[src/rtl/adder_pkg.sv]
// Shared definitions for the nibble-serial adder.
//   state_t  : FSM encoding (IDLE=0, RUN=1, DONE=2)
//   NIBBLE_W : width of the reused ripple-carry slice
package adder_pkg;

  localparam int NIBBLE_W = 4;

  typedef enum logic [1:0] {
    ST_IDLE = 2'd0,
    ST_RUN  = 2'd1,
    ST_DONE = 2'd2
  } state_t;

endpackage

[src/rtl/ripple.sv]
// 4-bit ripple-carry adder slice, purely combinational.
// Ports:
//   a, b : 4-bit addends
//   cin  : carry in
//   s    : 4-bit sum
//   c3   : carry out of bit 3
module ripple
  import adder_pkg::*;
(
  input  logic [NIBBLE_W-1:0] a,
  input  logic [NIBBLE_W-1:0] b,
  input  logic                cin,
  output logic [NIBBLE_W-1:0] s,
  output logic                c3
);

  logic [NIBBLE_W:0] c;

  assign c[0] = cin;

  for (genvar i = 0; i < NIBBLE_W; i++) begin : g_fa
    assign s[i]   = a[i] ^ b[i] ^ c[i];
    assign c[i+1] = (a[i] & b[i]) | (c[i] & (a[i] ^ b[i]));
  end

  assign c3 = c[NIBBLE_W];

endmodule

[src/rtl/nibble_serial_adder.sv]
// Multi-cycle WIDTH-bit adder that reuses one 4-bit ripple slice, one
// nibble per cycle, least-significant nibble first.
// Ports:
//   clk, rst             : clock, synchronous active-high reset
//   in_valid / in_ready  : operand handshake (a, b, cin sampled on accept)
//   out_valid / out_ready: result handshake (sum, cout held while waiting)
//   busy                 : high while an operation is in RUN or DONE
//   dbg_state            : current FSM state, for observation only
// Handshake: a transfer happens on a rising edge where valid & ready are
// both high. in_ready / out_valid depend on state (and rst) only, never on
// the partner's valid/ready, so there is no combinational loop.
module nibble_serial_adder
  import adder_pkg::*;
#(
  parameter int WIDTH = 16  // multiple of 4, >= 4
) (
  input  logic             clk,
  input  logic             rst,
  input  logic             in_valid,
  output logic             in_ready,
  input  logic [WIDTH-1:0] a,
  input  logic [WIDTH-1:0] b,
  input  logic             cin,
  output logic             out_valid,
  input  logic             out_ready,
  output logic [WIDTH-1:0] sum,
  output logic             cout,
  output logic             busy,
  output state_t           dbg_state
);

  localparam int NIBBLES = WIDTH / NIBBLE_W;
  localparam int IDX_W   = $clog2(NIBBLES + 1);

  state_t             state_q, state_d;
  logic [WIDTH-1:0]   a_sh_q, a_sh_d;
  logic [WIDTH-1:0]   b_sh_q, b_sh_d;
  logic [WIDTH-1:0]   sum_sh_q, sum_sh_d;
  logic               carry_q, carry_d;
  logic [IDX_W-1:0]   idx_q, idx_d;

  logic [NIBBLE_W-1:0] slice_s;
  logic                slice_cout;

  ripple u_slice (
    .a   (a_sh_q[NIBBLE_W-1:0]),
    .b   (b_sh_q[NIBBLE_W-1:0]),
    .cin (carry_q),
    .s   (slice_s),
    .c3  (slice_cout)
  );

  always_ff @(posedge clk) begin
    if (rst) begin
      state_q  <= ST_IDLE;
      a_sh_q   <= '0;
      b_sh_q   <= '0;
      sum_sh_q <= '0;
      carry_q  <= 1'b0;
      idx_q    <= '0;
    end else begin
      state_q  <= state_d;
      a_sh_q   <= a_sh_d;
      b_sh_q   <= b_sh_d;
      sum_sh_q <= sum_sh_d;
      carry_q  <= carry_d;
      idx_q    <= idx_d;
    end
  end

  always_comb begin
    state_d  = state_q;
    a_sh_d   = a_sh_q;
    b_sh_d   = b_sh_q;
    sum_sh_d = sum_sh_q;
    carry_d  = carry_q;
    idx_d    = idx_q;
    unique case (state_q)
      ST_IDLE: begin
        if (in_valid) begin
          a_sh_d  = a;
          b_sh_d  = b;
          carry_d = cin;
          idx_d   = '0;
          state_d = ST_RUN;
        end
      end
      ST_RUN: begin
        // New nibble enters at the top so that after NIBBLES shifts the
        // first (least-significant) nibble sits at bits [3:0].
        sum_sh_d = (sum_sh_q >> NIBBLE_W)
                 | (WIDTH'(slice_s) << (WIDTH - NIBBLE_W));
        carry_d  = slice_cout;
        a_sh_d   = a_sh_q >> NIBBLE_W;
        b_sh_d   = b_sh_q >> NIBBLE_W;
        idx_d    = idx_q + 1'b1;
        if (idx_q == IDX_W'(NIBBLES - 1)) begin
          state_d = ST_DONE;
        end
      end
      ST_DONE: begin
        // A concurrent in_valid is not looked at here; it is taken in IDLE.
        if (out_ready) begin
          state_d = ST_IDLE;
        end
      end
      default: state_d = ST_IDLE;
    endcase
  end

  assign in_ready  = (state_q == ST_IDLE) && !rst;
  assign out_valid = (state_q == ST_DONE);
  assign busy      = (state_q == ST_RUN) || (state_q == ST_DONE);
  // Result is presented only in DONE so partial shift contents never leak.
  assign sum       = out_valid ? sum_sh_q : '0;
  assign cout      = out_valid ? carry_q : 1'b0;
  assign dbg_state = state_q;

endmodule
[config.mk]
export PLATFORM = sky130hd
export DESIGN_NAME = nibble_serial_adder
export DESIGN_NICKNAME = d
export VERILOG_FILES = /design/src/rtl/adder_pkg.sv /design/src/rtl/ripple.sv /design/src/rtl/nibble_serial_adder.sv
export SDC_FILE = /design/constraint.sdc
export NUM_CORES = 1
export LEC_CHECK = 0
export BUFFER_PORTS_ARGS = -buffer_cell sky130_fd_sc_hd__buf_2
export CORE_MARGIN = 3
export CORE_UTILIZATION = 45
export CTS_CLUSTER_SIZE = 28
export DETAILED_ROUTE_END_ITERATION = 7
export GPL_ROUTABILITY_DRIVEN = 0
export PLACE_DENSITY = 0.68
export SYNTH_ARGS = -nofsm -noshare
export SYNTH_HDL_FRONTEND = slang
export SYNTH_HIERARCHICAL = 1
export SYNTH_SLANG_ARGS = --single-unit
[constraint.sdc]
create_clock -name clk -period 2.3 [get_ports clk]
set_input_delay 0.23 -clock clk [delete_from_list [all_inputs] [get_ports clk]]
set_output_delay 0.23 -clock clk [all_outputs]
set_load 0.01 [all_outputs]
==> results of run 1 <==
-- stage by stage --
step	instances	total power, mW	utilization (%)	instance area, sq um	hold slack (ns)
2_1_floorplan	271	2.82	-	2780	0.378
3_3_place_gp	383	2.92	52.7	3030	0.462
3_5_place_dp	383	2.95	52.7	3030	0.464
4_1_cts	391	3.51	54.4	3120	0.166
5_1_grt	391	3.74	54.4	3120	0.180
6_report	391	3.46	54.4	3120	0.171
-- power by group through the flow --
stage / Combinational [mW] / Clock, mW / Sequential [mW]
after floorplan: 1.51 / 0 / 1.30
after global placement: 1.59 / 0 / 1.33
after global routing: 1.79 / 0.608 / 1.35
after CTS: 1.62 / 0.568 / 1.32
after detailed placement: 1.62 / 0 / 1.34
final: 1.59 / 0.548 / 1.31
-- state kept, by name, summed over array words and instances (netlist names) --
register / cells
a_sh_q: 16
idx_q: 3
sum_sh_q: 16
b_sh_q: 16
dbg_state: 2
carry_q: 1
-- logic make-up (layout without fill, tap and decap cells) --
group / count (synthesis) / after routing / synth area share (%)
mux: 45 / 45 / 17.0
fa+ha+maj: 10 / 10 / 5.59
compound gates: 42 / 42 / 16.4
buf+inv: 43 / 91 / 9.11
simple gates: 77 / 77 / 12.9
flops: 54 / 54 / 39.0
-- worst paths after layout --
| check | from | endpoint | slack, ns | cells after the start |
|---|---|---|---|---|
| max | a_sh_q[0] | sum_sh_q[15] | 0.19 | 10 |
| min | b[12] | b_sh_q[12] | 0.17 | 3 |
| min reg2reg | idx_q[0] | idx_q[0] | 0.48 | 2 |
| max reg2reg | a_sh_q[0] | sum_sh_q[15] | 0.19 | 10 |
-- cell type report --
type                            count  share of cell area [%]
Clock buffer                        6                    2.65
Clock inverter                      2                   0.401
Inverter                           21                    2.53
Multi-Input combinational cell    174                    46.3
Sequential cell                    54                    34.6
Tap cell                           72                    2.89
Timing Repair Buffer               62                    10.7
-- Yosys cell counts --
master / instances / area, sq um
sky130_fd_sc_hd__buf_2: 4 / 20.0
sky130_fd_sc_hd__nand3_1: 5 / 25.0
sky130_fd_sc_hd__clkbuf_1: 5 / 18.8
sky130_fd_sc_hd__o32ai_1: 5 / 43.8
sky130_fd_sc_hd__and3b_1: 1 / 8.76
sky130_fd_sc_hd__nand2_1: 1 / 3.75
sky130_fd_sc_hd__dfxtp_1: 54 / 1080
sky130_fd_sc_hd__inv_1: 21 / 78.8
sky130_fd_sc_hd__a211oi_2: 25 / 313
sky130_fd_sc_hd__or2_2: 1 / 6.26
sky130_fd_sc_hd__a32oi_1: 2 / 17.5
sky130_fd_sc_hd__o221ai_2: 1 / 15.0
sky130_fd_sc_hd__a22oi_1: 3 / 22.5
sky130_fd_sc_hd__a21oi_1: 1 / 5.00
sky130_fd_sc_hd__mux2i_4: 1 / 22.5
sky130_fd_sc_hd__nand2b_1: 3 / 18.8
sky130_fd_sc_hd__nand3b_1: 1 / 7.51
sky130_fd_sc_hd__o21a_1: 5 / 37.5
sky130_fd_sc_hd__nor2b_1: 1 / 6.26
sky130_fd_sc_hd__mux2i_1: 42 / 420
sky130_fd_sc_hd__ha_1: 6 / 75.1
sky130_fd_sc_hd__nor2_1: 47 / 176
sky130_fd_sc_hd__mux2_4: 2 / 30.0
sky130_fd_sc_hd__buf_6: 10 / 113
sky130_fd_sc_hd__buf_4: 3 / 22.5
sky130_fd_sc_hd__and2_1: 17 / 106
sky130_fd_sc_hd__fa_1: 4 / 80.1
-- metal layers --
layer	vias up	track usage (%)	part of all wire (%)
met1	896	19.9	48
met4	0	5.61	1.8
met2	45	23.6	45
met5	-	0	0
met3	8	3.93	5.1
li1	1012	-	-
-- worst max-delay path, stage by stage, from the launching register on --
cell                      delay, ns
sky130_fd_sc_hd__dfxtp_1       0.34
sky130_fd_sc_hd__fa_1          0.41
sky130_fd_sc_hd__inv_1         0.07
sky130_fd_sc_hd__fa_1          0.15
sky130_fd_sc_hd__inv_1         0.04
sky130_fd_sc_hd__fa_1          0.35
sky130_fd_sc_hd__inv_1         0.07
sky130_fd_sc_hd__fa_1          0.40
sky130_fd_sc_hd__inv_1         0.06
sky130_fd_sc_hd__mux2i_1       0.06
sky130_fd_sc_hd__nor2_1        0.09
==> flow_summary.yaml, run 1 <==
placement:
  preCtsSetupSlack_ns: 0.196
  detailed_place_hpwl_um: 3650
  placement.io_buffers: 58
global_route:
  groute.usage.overall_pct: 15.0
  grt_pass1_wl_um: 8740
  grt_antenna_before_repair: 0
  number_of_global_route_vias_before_repair: 1877
  overflow: 0
  maximum_number_of_pins_on_one_net_before_global_route_repair: 51
sta:
  finalSetupViolCount: 0
  fin_setup_tns_ns: 0
  worst_clk_skew_ns: 0.00654
  worst_slew_pin_slew_ns: 0.628
  max_clock_freq_mhz: 475
  postLayoutSetupSlackWorst_ns: 0.194
  slew_viol_final: 0
  final_min_period_over_clock_period_pct: 91.6
  relSlewSlack_pct: 58.1
  min_period_ns: 2.11
  rsz_0062_raised_after_global_routing: "false"
  hold_viol: 0
clocking:
  number_of_cells_upsized_or_downsized_after_cts: 0
  ctsHoldBuffers: 0
  tritoncts: "built"
  cts_max_level: 2
  cts_post_setup_buffers_inserted: 0
  clk_pin_slew_worst_paths_ns: 0.09
  cts_num_sinks: 54
  number_of_buffers_added_by_the_clock_tree_synthesis_step: 5
  maximum_root_to_sink_buffer_count: 2
  worst_skew_pair.late_latency_ns: 0.31
  clk_root_buffer_cell: "sky130_fd_sc_hd__clkbuf_8"
synth:
  synthesis.area_sq_mm: 0.00278
  postSynthAreaPerCell_sq_um: 10.2
  synth_seq_cells: 54
  synth.distinct_cells: 27
  yosys_warnings: 6
  synth_seq_area_share_pct: 39.0
  synth_fp_nets: 318
  synth_cells: 271
worst_hold_path:
  hold_path_class: "in -> reg"
status:
  status: "finished clean"
die:
  die_y_um: 84.5
  ioPinCount: 59
  design.die.area_sq_mm: 0.00715
  row_count: 27
  fp.coreArea_sq_mm: 0.00574
  floorplan.die.width_um: 84.5
  initial_core_utilization_pct: 48.3
critical_path:
  critical_path_peak_fanout: 2
  required_ns: 2.55
  path_class: "reg -> reg"
  critical_path_arrival_ns: 2.36
  startpoint_type_of_the_worst_setup_path: "flip-flop"
  critPathCaptureType: "flip-flop"
run:
  maxCapViolations: 0
routing:
  routedWlPerCell_um: 13.0
  routed_wirelength_um: 5080
  drcViolationCount: 0
  drt_iter0_drc: 91
  drt-vias-per-instance: 5.02
  total_number_of_vias: 1961
  first_pass_iters: 4
  final_antenna_net_count: 0
finish:
  multi_input_gate_area_sq_mm: 0.00144
  area_growth_syn_to_layout_pct: 12.5
  layout-drive-gt1-share_pct: 31.7
  layout_common_cells: "sky130_fd_sc_hd__buf_2, sky130_fd_sc_hd__dfxtp_1, sky130_fd_sc_hd__nor2_1"
  nFillCells: 552
  seq_area_sq_mm: 0.00108
  antenna_cells: 0
  final_common_cell: "sky130_fd_sc_hd__buf_2"
  layout.nets: 365
power_and_ir_drop:
  share_clk_of_total_power_pct: 15.9
  netSwitchingFraction_pct: 38.9
  irDropWorstVdd_mv: 0.504
  power.density_cell_area_mw_per_mm2: 1110
  cell_internal_pwr_mw: 2.11
  power.leakage_nw: 1.32
  power.sequential.fraction_pct: 38.0
  power.net_switching_mw: 1.34
  share_comb_of_total_power_pct: 46.1
Note: power is estimated with default switching activity, not from simulation.
==> run 2: changes to the inputs <==
--- a/config.mk
+++ b/config.mk
@@ -8,6 +8,7 @@
 export BUFFER_PORTS_ARGS = -buffer_cell sky130_fd_sc_hd__buf_2
 export CORE_MARGIN = 3
 export CORE_UTILIZATION = 45
+export CTS_BUF_LIST = sky130_fd_sc_hd__clkbuf_4
 export CTS_CLUSTER_SIZE = 28
 export DETAILED_ROUTE_END_ITERATION = 7
 export GPL_ROUTABILITY_DRIVEN = 0
==> flow_summary.yaml, run 2 (synthesis results as in run 1) <==
global_route:
  maximum_number_of_pins_on_one_net_before_global_route_repair: 51
  grt_pass1_wl_um: 8690
  overflow: 0
  number_of_global_route_vias_before_repair: 1875
  grt_antenna_before_repair: 0
  groute.usage.overall_pct: 14.7
clocking:
  clk_pin_slew_worst_paths_ns: 0.15
  ctsHoldBuffers: 0
  clk_root_buffer_cell: "sky130_fd_sc_hd__clkbuf_4"
  cts_post_setup_buffers_inserted: 0
  tritoncts: "built"
  cts_num_sinks: 54
  cts_max_level: 2
  maximum_root_to_sink_buffer_count: 2
  number_of_buffers_added_by_the_clock_tree_synthesis_step: 5
  worst_skew_pair.late_latency_ns: 0.37
  number_of_cells_upsized_or_downsized_after_cts: 0
die:
  fp.coreArea_sq_mm: 0.00574
  ioPinCount: 59
  floorplan.die.width_um: 84.5
  initial_core_utilization_pct: 48.3
  design.die.area_sq_mm: 0.00715
  row_count: 27
  die_y_um: 84.5
sta:
  fin_setup_tns_ns: 0
  finalSetupViolCount: 0
  worst_slew_pin_slew_ns: 0.621
  rsz_0062_raised_after_global_routing: "false"
  worst_clk_skew_ns: 0.00995
  hold_viol: 0
  max_clock_freq_mhz: 473
  slew_viol_final: 0
  final_min_period_over_clock_period_pct: 92.0
  relSlewSlack_pct: 58.6
  min_period_ns: 2.12
power_and_ir_drop:
  totalPowerFinal_mw: 3.31
  share_clk_of_total_power_pct: 12.2
  irDropWorstVdd_mv: 0.485
  power.net_switching_mw: 1.33
  power.density_cell_area_mw_per_mm2: 1070
  power.leakage_nw: 1.30
  power.sequential.fraction_pct: 39.7
  cell_internal_pwr_mw: 1.98
  share_comb_of_total_power_pct: 48.1
  netSwitchingFraction_pct: 40.1
finish:
  antenna_cells: 0
  area_growth_syn_to_layout_pct: 11.0
  nFillCells: 556
  layout_common_cells: "sky130_fd_sc_hd__buf_2, sky130_fd_sc_hd__dfxtp_1, sky130_fd_sc_hd__nor2_1"
  final_common_cell: "sky130_fd_sc_hd__buf_2"
  layout-drive-gt1-share_pct: 31.3
  biggestRegsByFlops: "a_sh_q x16, b_sh_q x16, sum_sh_q x16"
  stdcell_area_sq_mm: 0.00308
  utilization_pct: 53.6
  layout.nets: 365
  fin_cells: 391
routing:
  drt_iter0_drc: 74
  drcViolationCount: 0
  total_number_of_vias: 1954
  routed_wirelength_um: 5040
  final_antenna_net_count: 0
  first_pass_iters: 4
  drt-vias-per-instance: 5.00
  routedWlPerCell_um: 12.9
critical_path:
  required_ns: 2.62
  cp_slowest_cell: "sky130_fd_sc_hd__fa_1"
  cpPeakStageDelay_ns: 0.41
  crit_chain: "fa_1 > inv_1 > fa_1 > inv_1 > fa_1 > inv_1 > fa_1 > inv_1 > mux2i_1 > nor2_1"
  critPathCaptureType: "flip-flop"
  timing.critical_path.from: "a_sh_q[0]"
  critical_path_arrival_ns: 2.44
  regToRegStartpoint: "a_sh_q[0]"
  startpoint_type_of_the_worst_setup_path: "flip-flop"
  critical_path_peak_fanout: 2
  path_class: "reg -> reg"
status:
  status: "finished clean"
placement:
  placement.io_buffers: 58
  placed_cells_incl_taps: 383
  detailed_place_hpwl_um: 3650
  postPlaceCellArea_sq_mm: 0.00303
run:
  maxCapViolations: 0
worst_hold_path:
  holdCritStartpoint: "b[12]"
  hold_path_class: "in -> reg"
run 2: path summary, 6_finish.rpt:
path                                endpoint  slack (ns)  depth (start not counted)
worst max-delay path            sum_sh_q[15]        0.18                         10
worst min-delay path              b_sh_q[12]        0.11                          3
worst max register to register  sum_sh_q[15]        0.18                         10
worst min register to register      idx_q[0]        0.49                          2
run 2: worst max-delay path: cells and delay by family, from the launching register on:
family / cells / cell delay (ns)
mux: 1 / 0.07
simple gates: 1 / 0.09
flops: 1 / 0.36
buf+inv: 4 / 0.24
fa+ha+maj: 4 / 1.31
run 2: per-stage QoR:
stage	setup slack [ns]	hold slack, ns
after CTS	0.157	0.0972
after floorplan	0.295	0.378
after global routing	0.0517	0.109
final	0.184	0.106
after detailed placement	0.196	0.464
after global placement	0.242	0.462
run 2: power groups by stage:
stage               clock network [mW]  logic (mW)  registers (mW)
floorplan                            0        1.51            1.30
global placement                     0        1.59            1.33
detailed placement                   0        1.62            1.34
CTS                              0.423        1.62            1.32
global route                     0.457        1.79            1.35
finish                           0.404        1.59            1.31
run 2: area by class of cell:
type	instances	area [sq um]	share of cell area (%)
multi-input cells	174	1440	46.9
clock inverters	3	16.3	0.528
clock buffers	5	37.5	1.22
inverters	21	78.8	2.56
repair buffers	62	333	10.8
flip-flops and latches	54	1080	35.1
well taps	72	90.1	2.92
run 2: per-layer routing:
layer | wire length (um) | vias up | global-route usage, %
met5 | 0 | - | 0
met4 | 89 | 0 | 5.18
met3 | 236 | 9 | 2.75
met2 | 2300 | 43 | 23.7
met1 | 2420 | 890 | 19.7
li1 | - | 1012 | -
